## config.mk

```make
export PLATFORM = sky130hd
export DESIGN_NAME = four_bit_alu
export DESIGN_NICKNAME = d
export VERILOG_FILES = /design/src/rtl/four_bit_alu.sv
export SDC_FILE = /design/constraint.sdc
export NUM_CORES = 1
export LEC_CHECK = 0
export ABC_AREA = 1
export BUFFER_PORTS_ARGS = -buffer_cell sky130_fd_sc_hd__buf_2
export CORE_AREA = 2 2 46 48
export CTS_CLUSTER_SIZE = 25
export DETAILED_ROUTE_END_ITERATION = 10
export DIE_AREA = 0 0 48 50
export PLACE_DENSITY_LB_ADDON = 0.15
export SYNTH_ARGS = -nofsm -noshare
export SYNTH_HDL_FRONTEND = slang
export SYNTH_SLANG_ARGS = --single-unit
```

## constraint.sdc

```tcl
create_clock -name clk -period 2.5 [get_ports clk]
set_input_delay 0.375 -clock clk [delete_from_list [all_inputs] [get_ports clk]]
set_output_delay 0.375 -clock clk [all_outputs]
set_load 0.1 [all_outputs]
```

## src/rtl/four_bit_alu.sv

```systemverilog
// four_bit_alu: 8-operation ALU with registered result, carry, parity and zero flags
module four_bit_alu #(
  parameter int WIDTH = 4
) (
  input  logic             clk,
  input  logic             rst,
  input  logic [WIDTH-1:0] a,
  input  logic [WIDTH-1:0] b,
  input  logic [2:0]       s,
  output logic [WIDTH-1:0] result,
  output logic             carryout,
  output logic             parity,
  output logic             zero
);
  logic [WIDTH-1:0] r;
  logic             c;
  // next result and carry/borrow/shift-out from the current operands
  always_comb begin
    r = '0;
    c = 1'b0;
    case (s)
      3'd0: {c, r} = {1'b0, a} + {1'b0, b};
      3'd1: begin
        r = a - b;
        c = a < b;
      end
      3'd2: r = a & b;
      3'd3: r = a | b;
      3'd4: r = a ^ b;
      3'd5: r = ~a;
      3'd6: {c, r} = {a, 1'b0};
      3'd7: {r, c} = {1'b0, a};
    endcase
  end
  // register result and flags together; reset wins over any operation
  always_ff @(posedge clk) begin
    if (rst) begin
      result   <= '0;
      carryout <= 1'b0;
      parity   <= 1'b0;
      zero     <= 1'b1;
    end else begin
      result   <= r;
      carryout <= c;
      parity   <= ^r;
      zero     <= r == '0;
    end
  end
endmodule

```

# After elaboration in Yosys (flattened, before gate mapping)
# Index checks and enable logic that the tools add are counted.
# op_classes
n_addsub	2
reduce_logical	3
magnitude_cmp	1
bitwise	4
n_mux	2
eq_ne	7
# ops
op	n
4-bit one-hot mux with 8 select lines	1
3-bit == test, second input constant	4
3-bit by 2-bit == test with 1-bit output, second input constant	2
4-bit by 4-bit adder with 5-bit output	1
4-bit AND	1
4-bit logical NOT	1
4-bit less-than comparator	1
4-bit NOT	1
4-bit OR	1
1-bit one-hot mux with 4 select lines	1
4-bit parity	1
4-bit subtractor	1
4-bit XOR	1
3-bit by 1-bit == test with 1-bit output, second input constant	1
3-bit logical NOT	1
# word_totals
out_inout_bits	7
word_cells	23
input_bits	13
ff_bits	7

# Logic depth before layout (Yosys ltp)
# logic_depth
word_depth	3
ltp_mapped	13
ltp_nobuf	12

# Least setup slack after synthesis
# Ideal clock, no wire load.
# synth_timing
kind	input to register
startpoint	in a[0]
endpoint	reg parity
t_arrival_ns	1.914
path_buffers	0
cell_stages	12
path_slack_ns	0.471
setup_ns	0.115
t_required_ns	2.385
path_cell_list	inv_1 > ha_1 > inv_1 > fa_1 > o21ai_1 > inv_1 > nor3_1 > nand2_1 > nand2_2 > ha_1 > xnor2_1 > nor2_1
# synth_between
elab_chain_len	3
elab_cells_between_ends	8
cone_classes	add/sub (2); mux (1); bitwise (4); reduce/logical (1)
# synth_rtl
element	line_no	rtl
start: declaration	7	input logic [WIDTH-1:0] a,
4-bit subtractor, or another cell as far along	24	r = a - b;
4-bit one-hot mux with 8 select lines (*)	21	case (s)
4-bit parity (*)	45	parity <= ^r;
end signal: assignment	45	
end: declaration	12	output logic parity,
# Mark *: on every way between the ends. The rest lies on a longest branch, timed or not.
# A chain may end at the register's enable or synchronous reset.

# Worst setup path after layout
# Same ends and word-level chain as after synthesis.

==> out/metrics.yaml <==
power.leakage_nw: 0.5912
max_clock_freq_mhz: 492.3
syn_inst: 139
syn_area_um2: 893.4
worst_ep_required_time_ns: 2.65
io_pins: 20
async_flop_share_pct: 0
place.gp.congestion: 0.8393
synth_edf_count: 0
fin_tns_setup_ns: 0
cts_buffer_depth: 2
clock_sinks: 7
dieArea_mm2: 0.002400
synth_flop_cell: "dfxtp_1"
hold_viol_final: 0
vias: 917
dpl.hpwl_mm: 1.626
area_delta_synth_final_pct: 14.01
fin_crit_ns: 2.031
initialDrtViolationCount: 11
synth.most_common_cell: "nand2_1"
critPathKind: "in -> reg"
ys_ff_latch: 7
grt_pass1_wl_mm: 3.194
grt_pass1_vias: 817
synthTopCellsByCount: "nand2_1, inv_1, nor2_1, ha_1, nand3_1"
post_cts_resize_count: 0
worstPathMaxFanout: 4
synth_area_leaders: "ha_1, dfxtp_1, nand2_1"
drc: 0
end_kind: "register"
cts_post_setup_buffers_inserted: 0
ys_warn_count: 0
cts_tree: "built"
synth_seq_area_share_pct: 15.69
status: "finished, final reports clean"
worst-slew-pin-transition_ns: 0.4833
fp.dieH_um: 50
die_w_um: 48
layout.nets: 189
peakVddDrop_mv: 0.2260
slowest_stage: "fa_1"
first_pass_iters: 4
final_max_slew_viol_count: 0
p_per_area_mw_per_mm2: 478.9
synth.avg_cell_area_um2: 6.427
clockRootBuffer: "clkbuf_4"
maxCapViolations: 0
finalCritPeriodShare_pct: 81.25
hold_class: "in -> reg"
rsz0062_at_grt: "no"
crit_buf_inv: 4
cts_buffers: 3
holdWs_ns: 0.3377
postRouteAntennaNets: 0
drive_gt1_share_pct: 18.87
holdBufCountCts: 0
setup_viol: 0
floorplan.core_area_mm2: 0.001902
crit_arrival_ns: 2.18
port_buffers: 19
syn-num-nets: 168
grt_max_degree: 13
startpoint_type: "input port"
routed_via_density: 4.930
yosysTopAreaCell: "ha_1"
rows: 16
grt_overflow: 0
synth.distinct_cells: 25
synth_top_area_share_pct: 19.61
groute.usage.overall_pct: 18.12
relSlewSlack_pct: 68.00
antenna_cells: 0
max_stage_delay_ns: 0.40
start_util_pct: 46.97
crit_family: "adder cells"
fillers: 196
wl_mm: 1.902
crit_chain: "buf_2 -> inv_1 -> ha_1 -> inv_1 -> fa_1 -> xor2_1 -> nor2_1 -> nor2_1 -> nand3_1 -> inv_1 -> ha_1 -> xnor2_1 -> nor2_1"
antenna_found_initial: 0
clk_pin_slew_ns: 0.05
routedWlPerCell_um: 10.23
htreeDepth: 1
## path summary, 6_finish.rpt
check	startpoint	end	slack, ns	cells after the start
hold / removal	rst	result[3]	0.34	2
setup / recovery	a[0]	parity	0.47	13
## cells in the final DEF (no fill, tap or decap), types with 2 or more instances in the layout
master / synthesis / final
dfxtp_1: 7 / 7
inv_1: 26 / 26
a21oi_1: 3 / 3
clkbuf_4: 0 / 3
ha_1: 14 / 14
nand2_2: 2 / 2
buf_2: 0 / 19
o22ai_1: 2 / 2
nor2_1: 19 / 19
nand4_1: 4 / 4
o21ai_0: 6 / 6
nand3_1: 11 / 11
o21ai_1: 2 / 2
fa_1: 2 / 2
nand2_1: 28 / 28
## layout make-up
cell class              instances  area, um2  area share [%]
repair buffers                 19      95.09           9.337
well taps                      27      33.78           3.317
flip-flops and latches          7      140.1           13.76
multi-input cells             102      621.8           61.06
clock buffers                   4      26.28           2.580
inverters                      27      101.3           9.951
## per-layer routing
layer | up-vias | global-route usage (%) | wire length (um)
met5 | - | 0 | 0
met4 | 0 | 9.459 | 40
met2 | 31 | 28.89 | 947
met1 | 406 | 23.74 | 835
li1 | 476 | - | -
met3 | 4 | 0.3663 | 77
## through the flow
stage | cells | setup slack (ns) | util [%] | cell area (um2) | power, mW
floorplan | 139 | 0.4709 | - | 893.4 | 0.3432
global placement | 182 | 0.2803 | 52.17 | 992.2 | 0.3886
detailed placement | 182 | 0.2301 | 52.17 | 992.2 | 0.3897
CTS | 186 | 0.4948 | 53.55 | 1018 | 0.4937
global route | 186 | 0.3341 | 53.55 | 1018 | 0.5273
finish | 186 | 0.4688 | 53.55 | 1018 | 0.4877
## cells by family (layout without fill, tap and decap cells)
group / count (synthesis) / count (layout) / synth area share, %
and+or+nand+nor: 68 / 68 / 33.19
buffers and inverters: 30 / 50 / 14.71
adders and majority gates: 16 / 16 / 24.09
AOI/OAI and AO/OA: 16 / 16 / 10.36
DFF: 7 / 7 / 15.69
xor gates and xnor gates: 2 / 2 / 1.961
## sequential cells by signal (all words and copies together), names as in the netlist
name / count
parity: 1
carryout: 1
zero: 1
result: 4
## power by group
part / switching, mW / total (mW) / internal (mW)
clock: 0.0402 / 0.101 / 0.0608
sequential: 0.00233 / 0.128 / 0.126
combinational: 0.193 / 0.259 / 0.0656
Note: power is estimated with default switching activity, not from simulation.
